### src/rtl/led_pkg.sv
// Shared types and helpers for the LED pattern sequencer.
// Holds the FSM state enum, pattern mode encodings and the prescaler divide helper.
package led_pkg;

  typedef enum logic [1:0] {
    IDLE     = 2'd0,
    RUN      = 2'd1,
    STOPPING = 2'd2
  } state_t;

  localparam logic [1:0] MODE_BLINK  = 2'd0;
  localparam logic [1:0] MODE_CHASE  = 2'd1;
  localparam logic [1:0] MODE_BOUNCE = 2'd2;
  localparam logic [1:0] MODE_COUNT  = 2'd3;

  function automatic int calc_div(input int clk_hz, input int tick_hz);
    return clk_hz / tick_hz;
  endfunction

endpackage

### src/rtl/led_tick_gen.sv
// Prescaler plus speed divider producing the animation step pulse.
// Ports: CLOCK_50, reset, enable (counters held at 0 when low), speed[1:0], step.
module led_tick_gen
  import led_pkg::*;
#(
  parameter int CLK_HZ  = 50000000,
  parameter int TICK_HZ = 4
) (
  input  logic       CLOCK_50,
  input  logic       reset,
  input  logic       enable,
  input  logic [1:0] speed,
  output logic       step
);

  localparam int DIV = calc_div(CLK_HZ, TICK_HZ);
  localparam int CW  = (DIV > 2) ? $clog2(DIV) : 1;
  localparam logic [CW-1:0] LAST = CW'(DIV - 1);

  logic [CW-1:0] cnt;
  logic [2:0]    sub;
  logic [2:0]    mask;
  logic          tick;

  assign tick = enable && (cnt == LAST);
  // mask = 2^speed - 1, built without subtraction
  assign mask = ~(3'b111 << speed);
  assign step = tick && ((sub & mask) == mask);

  always_ff @(posedge CLOCK_50) begin
    if (reset || !enable) begin
      cnt <= '0;
      sub <= '0;
    end else begin
      cnt <= tick ? '0 : cnt + CW'(1);
      if (tick) sub <= sub + 3'd1;
    end
  end

endmodule

### src/rtl/led_pattern_ctrl.sv
// Animated pattern sequencer for the green LED bank (run/stop FSM + frame generation).
// Ports: CLOCK_50, reset, start, stop, mode[1:0], speed[1:0], [bright[1:0]], LEDG, busy, step_strobe.
// Optional macro LED_PWM_DIM_EN adds bright input and PWM dimming of LEDG.
module led_pattern_ctrl
  import led_pkg::*;
#(
  parameter int CLK_HZ  = 50000000,
  parameter int TICK_HZ = 4,
  parameter int N_LEDS  = 4
) (
  input  logic              CLOCK_50,
  input  logic              reset,
  input  logic              start,
  input  logic              stop,
  input  logic [1:0]        mode,
  input  logic [1:0]        speed,
`ifdef LED_PWM_DIM_EN
  input  logic [1:0]        bright,
`endif
  output logic [N_LEDS-1:0] LEDG,
  output logic              busy,
  output logic              step_strobe
);

  localparam int N = N_LEDS;
  localparam logic [N-1:0] ONE = N'(1);

  state_t       state;
  logic [1:0]   mode_q;
  logic [N-1:0] idx;
  logic [N-1:0] nidx;
  logic [N-1:0] frame;
  logic         step;
  logic         resume;

  function automatic logic [N-1:0] last_of(input logic [1:0] md);
    last_of = '1;
    case (md)
      MODE_BLINK:  last_of = ONE;
      MODE_CHASE:  last_of = N'(N - 1);
      MODE_BOUNCE: last_of = N'(2 * N - 3);
      default:     last_of = '1;
    endcase
  endfunction

  function automatic logic [N-1:0] frame_of(input logic [1:0] md,
                                            input logic [N-1:0] k);
    frame_of = '0;
    case (md)
      MODE_BLINK:  frame_of = (k == '0) ? '1 : '0;
      MODE_CHASE:  frame_of = ONE << k;
      // upward leg is k itself, downward leg mirrors around N-1
      MODE_BOUNCE: frame_of = (k < N'(N)) ? (ONE << k)
                                          : (ONE << (N'(2 * N - 2) - k));
      default:     frame_of = k;
    endcase
  endfunction

  led_tick_gen #(
    .CLK_HZ (CLK_HZ),
    .TICK_HZ(TICK_HZ)
  ) u_tick (
    .CLOCK_50(CLOCK_50),
    .reset   (reset),
    .enable  (state != IDLE),
    .speed   (speed),
    .step    (step)
  );

  assign nidx   = (idx == last_of(mode_q)) ? '0 : idx + ONE;
  assign resume = (state == STOPPING) && start && !stop;
  assign busy   = (state != IDLE);

  always_ff @(posedge CLOCK_50) begin
    if (reset) begin
      state       <= IDLE;
      mode_q      <= MODE_BLINK;
      idx         <= '0;
      frame       <= '0;
      step_strobe <= 1'b0;
    end else begin
      step_strobe <= 1'b0;
      case (state)
        IDLE: begin
          if (start) begin
            state       <= RUN;
            mode_q      <= mode;
            idx         <= '0;
            frame       <= frame_of(mode, '0);
            step_strobe <= 1'b1;
          end
        end
        RUN, STOPPING: begin
          if (state == RUN && stop) state <= STOPPING;
          if (resume) state <= RUN;
          if (step) begin
            // a pending stop completes when the sequence wraps to frame 0
            if (state == STOPPING && !resume && nidx == '0) begin
              state <= IDLE;
              idx   <= '0;
              frame <= '0;
            end else begin
              idx         <= nidx;
              frame       <= frame_of(mode_q, nidx);
              step_strobe <= 1'b1;
            end
          end
        end
        default: state <= IDLE;
      endcase
    end
  end

`ifdef LED_PWM_DIM_EN
  logic [1:0] p;

  always_ff @(posedge CLOCK_50) begin
    if (reset) p <= '0;
    else       p <= p + 2'd1;
  end

  assign LEDG = frame & {N{p <= bright}};
`else
  assign LEDG = frame;
`endif

endmodule

### config.mk
export PLATFORM = sky130hd
export DESIGN_NAME = led_pattern_ctrl
export DESIGN_NICKNAME = d
export VERILOG_FILES = /design/src/rtl/led_pkg.sv /design/src/rtl/led_tick_gen.sv /design/src/rtl/led_pattern_ctrl.sv
export SDC_FILE = /design/constraint.sdc
export NUM_CORES = 1
export LEC_CHECK = 0
export BUFFER_PORTS_ARGS = -buffer_cell sky130_fd_sc_hd__buf_4
export CORE_ASPECT_RATIO = 0.7
export CORE_UTILIZATION = 50
export CTS_CLUSTER_DIAMETER = 40
export CTS_CLUSTER_SIZE = 40
export DETAILED_ROUTE_END_ITERATION = 8
export GPL_TIMING_DRIVEN = 0
export PLACE_DENSITY_LB_ADDON = 0.15
export RECOVER_POWER = 50
export SLEW_MARGIN = 20
export SYNTH_ARGS = -nofsm -noshare
export SYNTH_HDL_FRONTEND = slang
export SYNTH_HIERARCHICAL = 1
export SYNTH_SLANG_ARGS = --single-unit
### constraint.sdc
create_clock -name CLOCK_50 -period 4.3 [get_ports CLOCK_50]
set_input_delay 0.86 -clock CLOCK_50 [delete_from_list [all_inputs] [get_ports CLOCK_50]]
set_output_delay 0.86 -clock CLOCK_50 [all_outputs]
set_load 0.05 [all_outputs]
== Word level (Yosys, flattened, before mapping) ==
Index checks and enable logic that the tools add are counted.
Storage, ports and cells
  output and inout port bits: 6
  logic and storage cells: 74
  input bits: 8
  register bits after elaboration: 40
Cells by class
  order comparisons: 1
  add/subtract/negate cells: 4
  multiplexer cells: 24
  equal/unequal tests: 11
  bitwise logic cells: 2
  shift operators: 3
  reductions and logical operators: 22
Operators by type and width (number)
  two-way mux 4 bit: 9
  adder 24 x 1 -> 24 bit, second input constant: 1
  equality test 24 bit, second input constant: 1
  case mux 4 bit (2 select lines): 3
  case mux 4 bit (3 select lines): 2
  two-way mux 2 bit: 5
  left shift 1 x 4 -> 4 bit, first input constant: 2
  logical AND 1 bit: 7
  equality test 2 x 1 -> 1 bit, second input constant: 3
  equality test 2 bit, second input constant: 3
  zero test 2 bit: 3
  OR reduction 2 bit: 3
  adder 4 x 1 -> 4 bit, second input constant: 1
  equality test 4 bit: 1
  zero test 4 bit: 1
  less-than comparator 4 x 3 -> 1 bit, second input constant: 1
  inequality test 2 bit, second input constant: 2
  case mux 2 bit (2 select lines): 1
  nonzero test 2 bit: 2
  subtractor 3 x 4 -> 4 bit, first input constant: 1
  adder 3 x 1 -> 3 bit, second input constant: 1
  bitwise AND 3 bit: 1
  equality test 3 bit: 1
  zero test 1 bit: 3
  7 further kinds: 9

== Longest topological paths before layout ==
Gate-level depths: netlist (run 1).
  depth in word-level cells: 11
  depth in mapped cells: 13
  mapped depth without buffers: 12

== By module ==
The synthesis (run 1) kept the hierarchy.
Modules (own cells, without submodules)
  led_tick_gen: cells each 152, times used 1, area an instance 1277.5 um^2, sequential area each 540.5 um^2
  led_pattern_ctrl: cells each 153, times used 1, area an instance 1117.3 um^2, sequential area each 260.2 um^2

== Worst setup path before layout (run 1) ==
No wires, ideal clock.
  path type: reg2reg
  start point: reg state[0]
  end point: reg frame[1] (netlist: LEDG[1])
  period minus slack after synthesis: 3.369 ns
  required time: 4.184 ns
  data arrival time: 3.253 ns
  path buffers: 1
  stages on the path, launching flop included: 13
  setup slack: 0.931 ns
  setup time: 0.116 ns
  cell sequence: dfxtp_1 -> inv_1 -> ha_1 -> clkbuf_1 -> inv_1 -> nand4b_1 -> or4_4 -> a2111oi_0 -> nand3_1 -> o31ai_1 -> and3_1 -> o211ai_1 -> o211a_1
On the way
  elaborated cells on any way between the ends: 19
  those cells by class: 4 x eq/ne; 3 x mux; 12 x reduce/logical
RTL lines
  from (decl): RTL line led_pattern_ctrl.sv:28  | state_t state;
  from (signal assigned): RTL line led_pattern_ctrl.sv:76  | state <= IDLE;
  from (signal assigned): RTL line led_pattern_ctrl.sv:86  | state <= RUN;
  from (signal assigned): RTL line led_pattern_ctrl.sv:94  | if (state == RUN && stop) state <= STOPPING;
  nonzero test 2 bit
  via busy: RTL line led_pattern_ctrl.sv:21  | output logic busy,
  logical AND 1 bit: RTL line led_tick_gen.sv:25  | assign tick = enable && (cnt == LAST);
  logical AND 1 bit: RTL line led_tick_gen.sv:28  | assign step = tick && ((sub & mask) == mask);
  via step: RTL line led_pattern_ctrl.sv:33  | logic step;
  inequality test 2 bit (no source line)
  AND reduction 3 bit (no source line)
  to (signal assigned): RTL line led_pattern_ctrl.sv:89  | frame <= frame_of(mode, '0);
  to (signal assigned): RTL line led_pattern_ctrl.sv:104  | frame <= frame_of(mode_q, nidx);
  to (decl): RTL line led_pattern_ctrl.sv:32  | logic [N-1:0] frame;
The timed path passes the listed nets, and every way through them passes these cells. The select of a mux whose other input is x is not followed.
A chain may end at the register's enable or synchronous reset.

== Final worst setup path (run 1) ==
  start point: reg state[1]
  end point: reg frame[0] (netlist: LEDG[0])
On the way
  elaborated cells on any way between the ends: 19
  those cells by class: 4 x eq/ne; 3 x mux; 12 x reduce/logical
RTL lines
  nonzero test 2 bit: RTL line led_pattern_ctrl.sv:65  | .enable (state != IDLE),
  logical AND 1 bit: RTL line led_tick_gen.sv:25
  logical AND 1 bit: RTL line led_tick_gen.sv:28
  via step: RTL line led_pattern_ctrl.sv:33
  inequality test 2 bit (no source line)
  AND reduction 3 bit (no source line)
The timed path passes the listed nets, and every way through them passes these cells. The select of a mux whose other input is x is not followed.

==> impl_metrics.json, run 1 <==
{
  "hold_buffers": 0,
  "drcViolationCount": 0,
  "clockBufferDepth": 2,
  "synth_warnings": 6,
  "nets": 342,
  "max_slew.worst_pin.slew_ns": 1.10,
  "min_path_type": "register to register",
  "status": "complete, no violations",
  "first_pass_iters": 7,
  "reg2reg_depth": 13,
  "synth_area_leaders": "dfxtp_1 33%, a21oi_1 5.4%, ha_1 4.7%",
  "cpMostUsedCell": "inv_1",
  "critical_path_arrival_ns": 4.20,
  "cp.required_ns": 4.53,
  "end_kind": "register",
  "synth_cell_types": 50,
  "slowest_delay_ns": 0.94,
  "finalCritPeriodShare_pct": 92.3,
  "power_leakage_nw": 0.863,
  "antenna_found_initial": 0,
  "cts.sinks": 40,
  "core-area_sq_um": 4480,
  "grt_pass1_wl_mm": 8.97,
  "post_cts_buffers": 0,
  "synth.largest_area_cell": "dfxtp_1",
  "cts_tree": "built",
  "finalHoldViolCount": 0,
  "slew_viol_final": 0,
  "io_pins": 14,
  "initial_core_util_pct": 53.5,
  "setup_tns_ns": 0,
  "crit_chain": "inv_1 > ha_1 > clkbuf_1 > inv_1 > nand4b_1 > or4_4 > a2111oi_0 > inv_1 > nand2_1 > o211ai_1 > a211oi_1 > a21oi_1 > o2bb2ai_1",
  "num_vias": 2188,
  "yosysMostFrequentCell": "dfxtp_1",
  "p_per_area_nw_per_um2": 302,
  "drtIter0Drc": 192,
  "wirelength_mm": 5.21,
  "setup_viol_count_final": 0,
  "antenna_left": 0,
  "place_ws_ns": 0.405,
  "ys_seq_elements": 40,
  "synth_seq_area_share_pct": 33.4,
  "via_per_inst": 5.74,
  "slew-limit-headroom_pct": 24.9,
  "port_buffers": 13,
  "path_clk_slew_ns": 0.08,
  "grt_use_total_pct": 22.6,
  "cts_root_buffer": "clkbuf_8",
  "fin_area_sq_um": 2650,
  "yosys-top-cells-count": "40 x dfxtp_1, 30 x nor2_1, 26 x a21oi_1, 26 x nand2_1",
  "start_kind": "register",
  "syn_area_per_cell_sq_um": 7.85,
  "whs_path_depth": 2,
  "yosys.area.top_type_share_pct": 33.4,
  "synth_area_sq_um": 2390,
  "vdd_drop_max_uv": 181,
  "syn-num-nets": 322,
  "syn_inst": 305,
  "finalClockSkew_ns": 0.00676,
  "grt_pass1_vias": 1854,
  "cp_num_cells": 13,
  "die_h_um": 59.9,
  "drive_above_1_share_pct": 8.59,
  "critPathKind": "register to register",
  "synth-edff-count": 0,
  "critPathMaxFanout": 10,
  "wire_per_inst_um": 13.7,
  "area_growth_pct": 10.5,
  "synthFlopType": "dfxtp_1",
  "fp-row-count": 20,
  "cpMaxStageDelayCell": "a2111oi_0",
  "cp_top_family": "compound AO/OA/AOI/OAI gates",
  "min_period_ns": 3.97,
  "antenna_cells": 0,
  "rsz0062_at_grt": "no",
  "fmax_ghz": 0.252,
  "cts_buffers": 5,
  "die_width_um": 84.7,
  "gp_congestion": 0.945,
  "timing.final.ws_setup_ns": 0.332,
  "cts_resized": 0,
  "gr-total-overflow": 0,
  "hpwlAfterDp_mm": 3.91,
  "htreeDepth": 2,
  "ys_async_sr_fraction_pct": 0,
  "grt_max_degree": 13,
  "die-area_sq_um": 5080,
  "post_dp_cell_area_sq_um": 2560,
  "insertion_delay_ns": 0.29,
  "crit_buf_inv": 4,
  "maxCapViolCount": 0
}
[metrics by stage]
stage | hold WS, ns | power (mW) | instances | util, %
floorplan | 0.437 | 0.476 | 305 | -
global placement | 0.460 | 0.511 | 373 | 57.2
detailed placement | 0.465 | 0.511 | 373 | 57.2
CTS | 0.484 | 0.818 | 381 | 59.6
global route | 0.510 | 0.840 | 381 | 59.1
finish | 0.481 | 0.799 | 381 | 59.1
[flip-flops by register name (all words and copies together) (netlist names)]
signal,flops
mode_q,2
u_tick/sub,3
step_strobe,1
LEDG,4
state,2
u_tick/cnt,24
idx,4
[kinds of logic (layout without fill, tap and decap cells)]
kind of cell,count (synthesis),count (layout),share of synthesized area [%]
xor+xnor,19,19,6.95
compound gates,70,70,18.4
mux,1,1,0.627
buf+inv,32,53,5.49
fa+ha+maj,9,9,4.70
simple gates,134,134,30.4
flops,40,40,33.4
[cells in the final DEF, fill, tap and decap left out, drive strengths merged, types with 2 or more instances in the layout]
cell type / instances
a2111oi: 2
a211oi: 3
a21oi: 26
and3: 6
and4: 4
buf: 13
clkbuf: 22
dfxtp: 40
ha: 9
inv: 16
nand2: 26
nand2b: 3
nand3: 15
nand4: 10
nor2: 31
nor2b: 3
nor3: 5
nor3b: 2
nor4: 6
o2111ai: 2
o211ai: 3
o21ai: 19
o31ai: 7
or3: 11
or4: 7
or4b: 3
xnor2: 11
xor2: 8
[tightest hold or removal path: stages, from the launching register on]
cell	delay, ns
dfxtp_1	0.32
o31ai_1	0.06
a21oi_1	0.05
[routing by layer]
layer | GRT usage (%) | up-vias | share of wire (%)
li1 | - | 1149 | -
met1 | 35.9 | 980 | 57
met2 | 29.5 | 52 | 36
met3 | 5.80 | 7 | 6.6
met4 | 5.08 | 0 | 0.81
met5 | 0 | - | 0
[layout make-up]
class,instances,area [sq um]
Inverter,16,60.1
Tap cell,55,68.8
Sequential cell,40,801
Clock buffer,6,72.6
Buffer,16,71.3
Timing Repair Buffer,13,75.1
Clock inverter,2,35.0
Multi-Input combinational cell,233,1460
Fill cell,417,1830
[where the power goes]
part,switching (mW),internal (mW)
combinational,0.0796,0.0317
sequential,0.00611,0.380
clock,0.129,0.172
[path summary, 6_finish.rpt]
check | from | to | slack (ns)
setup / recovery | state[1] | LEDG[0] | 0.33
hold / removal | u_tick/sub[2] | u_tick/sub[2] | 0.48
setup reg to reg | state[1] | LEDG[0] | 0.33
hold reg to reg | u_tick/sub[2] | u_tick/sub[2] | 0.48
No activity file was read; power rests on OpenSTA's default activity.
==> run 2, diff against run 1 <==
--- a/config.mk
+++ b/config.mk
@@ -6,13 +6,15 @@
 export NUM_CORES = 1
 export LEC_CHECK = 0
 export BUFFER_PORTS_ARGS = -buffer_cell sky130_fd_sc_hd__buf_4
+export CELL_PAD_IN_SITES_DETAIL_PLACEMENT = 1
+export CELL_PAD_IN_SITES_GLOBAL_PLACEMENT = 1
 export CORE_ASPECT_RATIO = 0.7
-export CORE_UTILIZATION = 50
+export CORE_UTILIZATION = 45
 export CTS_CLUSTER_DIAMETER = 40
 export CTS_CLUSTER_SIZE = 40
 export DETAILED_ROUTE_END_ITERATION = 8
 export GPL_TIMING_DRIVEN = 0
-export PLACE_DENSITY_LB_ADDON = 0.15
+export PLACE_DENSITY = 0.91
 export RECOVER_POWER = 50
 export SLEW_MARGIN = 20
 export SYNTH_ARGS = -nofsm -noshare
==> run 2 against run 1 <==
Die area increased by 11%. Flip-flop and latch count did not move. Cell count is 3.7% higher. Critical path depth is the same. Sequential power hardly changed. Worst setup slack improved by 0.13 ns. Largest power group unchanged. Total power up 1.8%. Clock skew up 0.0033 ns. Worst hold slack improved by 0.0038 ns. Global-route usage grew 4.4 points. Combinational power increased by 5%. Critical endpoint unchanged. Wire length up 34%.
==> impl_metrics.json, run 2 (synthesis results as in run 1) <==
{
  "cp_num_cells": 13,
  "mostFrequentLayoutCell": "dfxtp_1",
  "finalHoldViolCount": 0,
  "antenna_left": 0,
  "finalCritPeriodShare_pct": 89.2,
  "insertion_delay_ns": 0.30,
  "post_cts_buffers": 0,
  "whs_path_depth": 1,
  "io_pins": 14,
  "path_clk_slew_ns": 0.09,
  "hpwlAfterDp_mm": 5.16,
  "nets": 342,
  "port_buffers": 13,
  "initial_core_util_pct": 48.5,
  "max_slew.worst_pin.slew_ns": 0.974,
  "power_leakage_nw": 0.863,
  "gp_congestion": 0.874,
  "use_met2_pct": 41.9,
  "maxCapViolCount": 0,
  "grt_pass1_wl_mm": 11.5,
  "final_core_util_pct": 54.0,
  "crit_buf_inv": 4,
  "cp.required_ns": 4.53,
  "multiInputGateArea_sq_um": 1460,
  "fill_cells": 632,
  "drtIter0Drc": 119,
  "wire_per_inst_um": 17.6,
  "p_per_area_nw_per_um2": 305,
  "drcViolationCount": 0,
  "finalClockSkew_ns": 0.0101,
  "cts_tree": "built",
  "area_growth_pct": 11.3,
  "critPathKind": "register to register",
  "busiest_layer": "met2",
  "slew-limit-headroom_pct": 34.8,
  "crit_chain": "inv_1 > ha_1 > clkbuf_1 > inv_1 > nand4b_1 > or4_4 > a2111oi_1 > inv_1 > nand2_1 > o211ai_1 > a211oi_1 > a21oi_1 > o2bb2ai_1",
  "wirelength_mm": 6.95,
  "cts_root_buffer": "clkbuf_8",
  "critPathMaxFanout": 10,
  "setup_viol_count_final": 0,
  "largest_register_ffs": 24,
  "fin_total_pwr_uw": 814,
  "hold_buffers": 0,
  "core-area_sq_um": 4940,
  "antenna_found_initial": 0,
  "antenna_cells": 0,
  "whs_ns": 0.485,
  "cts.sinks": 40,
  "fp-row-count": 21,
  "vdd_drop_max_uv": 155,
  "critical_path_arrival_ns": 4.07,
  "gr-total-overflow": 0,
  "slowest_delay_ns": 0.69,
  "cpMostUsedCell": "inv_1",
  "status": "complete, no violations",
  "grt_use_met3_pct": 6.74,
  "final-seq-area_sq_um": 801,
  "start_kind": "register",
  "clockBufferDepth": 2,
  "cpMaxStageDelayCell": "a2111oi_1",
  "slew_viol_final": 0,
  "cts_buffers": 5,
  "reg2reg_depth": 13,
  "rsz0062_at_grt": "no",
  "min_path_type": "register to register",
  "grt_use_total_pct": 27.1,
  "setup_tns_ns": 0,
  "drive_above_1_share_pct": 8.59,
  "die_h_um": 63.0,
  "cp_top_family": "compound AO/OA/AOI/OAI gates",
  "num_vias": 2359,
  "end_kind": "register",
  "gr-usage-met1_pct": 38.1,
  "grt_max_degree": 13,
  "place_ws_ns": 0.423,
  "die-area_sq_um": 5620,
  "final_cell_mix": "40 x dfxtp_1, 30 x nor2_1, 26 x nand2_1, 26 x a21oi_1, 17 x clkbuf_1",
  "die_width_um": 89.2,
  "grt_pass1_vias": 2330,
  "timing.final.ws_setup_ns": 0.466,
  "htreeDepth": 2,
  "first_pass_iters": 4,
  "via_per_inst": 5.97,
  "min_period_ns": 3.83,
  "largest_register": "u_tick/cnt",
  "fmax_ghz": 0.261
}
==> run 2: changes by cell type in the layout (fill, tap and decap cells not counted) <==
cell       change
a2111oi_1      +1
a2111oi_0      -1
==> run 2: final timing paths <==
| kind | start | endpoint | slack, ns |
|---|---|---|---|
| min reg2reg | u_tick/cnt[0] | u_tick/cnt[0] | 0.48 |
| max | state[0] | LEDG[0] | 0.47 |
| min | u_tick/cnt[0] | u_tick/cnt[0] | 0.48 |
| max reg2reg | state[0] | LEDG[0] | 0.47 |
==> run 2: final cells by class <==
cell class | instances | area share, %
Buffer | 16 | 2.68
Clock buffer | 6 | 2.72
Clock inverter | 2 | 1.31
Inverter | 16 | 2.25
Multi-Input combinational cell | 233 | 54.9
Sequential cell | 40 | 30.0
Tap cell | 69 | 3.24
Timing Repair Buffer | 13 | 2.82
==> run 2: routing by layer <==
| layer | wire length, um | share of wire [%] |
|---|---|---|
| met3 | 326 | 4.7 |
| met1 | 3470 | 50 |
| met5 | 0 | 0 |
| met2 | 3110 | 45 |
| met4 | 45 | 0.65 |
==> run 2: report_power, final <==
group | leakage [nW] | total, mW | switching (mW) | internal, mW
clock network | 0.0552 | 0.311 | 0.139 | 0.172
registers | 0.324 | 0.386 | 0.00638 | 0.380
logic | 0.484 | 0.116 | 0.0845 | 0.0317
==> run 2: stage by stage <==
step	instances	cell area (sq um)
floorplan	305	2390
detailed placement	387	2580
finish	395	2670
global placement	387	2580
global route	395	2670
CTS	395	2690
==> run 2: repair_timing <==
action	CTS	global route
endpoints found under the setup margin	0	1
gates resized for setup	0	1
endpoints found under the hold margin	0	0
==> run 2: worst reg2reg max path: cells and delay by family, from the launching register on <==
family / cells / cell delay (ns)
compound gates: 5 / 1.68
flops: 1 / 0.41
buf+inv: 4 / 0.60
simple gates: 3 / 0.89
fa+ha+maj: 1 / 0.20
==> run 3, diff against run 2 <==
--- a/config.mk
+++ b/config.mk
@@ -13,7 +13,6 @@
 export CTS_CLUSTER_DIAMETER = 40
 export CTS_CLUSTER_SIZE = 40
 export DETAILED_ROUTE_END_ITERATION = 8
-export GPL_TIMING_DRIVEN = 0
 export PLACE_DENSITY = 0.91
 export RECOVER_POWER = 50
 export SLEW_MARGIN = 20
==> run 3 against run 2 <==
Core utilization fell by 1.4 points. Total power fell by 0.15%. Global-route usage decreased by 0.13 points. Critical path type unchanged.
==> impl_metrics.json, run 3 (synthesis results as in run 1) <==
{
  "drcViolationCount": 0,
  "cts_tree": "built",
  "mostFrequentLayoutCell": "dfxtp_1",
  "hold_end": "u_tick/cnt[0]",
  "final_core_util_pct": 52.6,
  "finalCritPeriodShare_pct": 87.8,
  "nets": 327,
  "end_kind": "register",
  "hold_buffers": 0,
  "fin_total_pwr_uw": 813,
  "hpwlAfterDp_mm": 5.09,
  "wirelength_mm": 6.90,
  "core-area_sq_um": 4940,
  "power_leakage_nw": 0.828,
  "post_cts_buffers": 0,
  "die_width_um": 89.2,
  "port_buffers": 13,
  "slew_viol_final": 0,
  "antenna_cells": 0,
  "fp-row-count": 21,
  "critPathKind": "register to register",
  "cts_resized": 0,
  "insertion_delay_ns": 0.30,
  "stdcell_count": 380,
  "rsz0062_at_grt": "no",
  "whs_path_depth": 1,
  "largest_register": "u_tick/cnt",
  "cts_root_buffer": "clkbuf_8",
  "grt_max_degree": 24,
  "slew-limit-headroom_pct": 40.8,
  "clockBufferDepth": 2,
  "first_pass_iters": 5,
  "grt_pass1_wl_mm": 11.6,
  "cts.sinks": 40,
  "worstReg2RegEnd": "LEDG[0]",
  "area_growth_pct": 8.41,
  "wire_per_inst_um": 18.2,
  "hp-start": "u_tick/cnt[0]",
  "min_path_type": "register to register",
  "rr_startpoint": "state[0]",
  "reg2reg_depth": 12,
  "antenna_found_initial": 0,
  "fmax_ghz": 0.265,
  "max_slew.worst_pin.slew_ns": 0.866,
  "final_cell_mix": "40 x dfxtp_1, 30 x nor2_1, 26 x nand2_1, 26 x a21oi_1",
  "start_kind": "register",
  "ff2ff_setup_slack_ns": 0.53,
  "via_per_inst": 6.30,
  "grt_pass1_vias": 2275,
  "gp_congestion": 0.893,
  "status": "complete, no violations",
  "num_vias": 2393,
  "maxCapViolCount": 0,
  "post_dp_cell_area_sq_um": 2510,
  "setup_tns_ns": 0,
  "initial_core_util_pct": 48.5,
  "drtIter0Drc": 182,
  "die-area_sq_um": 5620,
  "antenna_left": 0,
  "finalClockSkew_ns": 0.00280,
  "critical_path_arrival_ns": 4.01,
  "critPathMaxFanout": 10,
  "drive_above_1_share_pct": 7.72,
  "cts_buffers": 5,
  "fill_cells": 620,
  "fin_area_sq_um": 2600,
  "whs_ns": 0.481,
  "path_clk_slew_ns": 0.08,
  "timing.final.ws_setup_ns": 0.526,
  "vdd_drop_max_uv": 119,
  "p_per_area_nw_per_um2": 313,
  "setup_viol_count_final": 0,
  "die_h_um": 63.0,
  "cp.required_ns": 4.54,
  "gr-total-overflow": 0,
  "io_pins": 14,
  "grt_use_total_pct": 26.9,
  "min_period_ns": 3.77,
  "place_ws_ns": 0.745,
  "finalHoldViolCount": 0,
  "place_inst": 372,
  "largest_register_ffs": 24,
  "htreeDepth": 2
}
run 3: cell count changes in the layout (fill, tap and decap cells not counted), sizes merged:
| cell | before | now |
|---|---|---|
| clkbuf | 22 | 12 |
| buf | 13 | 8 |
run 3: power by group:
part | total [mW] | switching (mW) | internal, mW
combinational | 0.110 | 0.0796 | 0.0308
clock | 0.312 | 0.139 | 0.172
sequential | 0.390 | 0.0105 | 0.380
total | 0.813 | 0.230 | 0.583
run 3: final cells by class:
type | instances | area, sq um | area share, %
Timing Repair Buffer | 14 | 82.6 | 3.18
Inverter | 16 | 60.1 | 2.31
Tap cell | 69 | 86.3 | 3.33
Clock buffer | 6 | 72.6 | 2.80
Sequential cell | 40 | 801 | 30.8
Clock inverter | 2 | 35.0 | 1.35
Multi-Input combinational cell | 233 | 1460 | 56.2
run 3: layer usage:
metal,GRT usage (%),part of all wire (%),vias up
li1,-,-,1112
met1,39.0,47,1179
met2,38.5,43,93
met3,7.66,8.1,9
met4,7.54,1.4,0
met5,0,0,-
run 3: worst max-delay path, cell delays in order, from the launching register on:
cell	delay (ns)
dfxtp_1	0.44
inv_1	0.12
ha_1	0.30
inv_1	0.17
nand4b_1	0.13
or4_1	0.61
a2111oi_0	0.78
inv_1	0.19
nand2_1	0.12
o211ai_1	0.31
a211oi_1	0.32
a21oi_1	0.07
o2bb2ai_1	0.14
run 3: how the worst max path moves through the flow:
stage | depth (start not counted) | end | slack [ns] | startpoint
final | 12 | LEDG[0] | 0.53 | state[0]
after global routing | 12 | LEDG[0] | 0.24 | state[0]
after CTS | 12 | LEDG[0] | 0.63 | state[0]
after detailed placement | 10 | state[1] | 0.75 | state[0]
after global placement | 11 | LEDG[0] | 1.02 | state[0]
after floorplan | 12 | LEDG[1] | 0.93 | state[0]
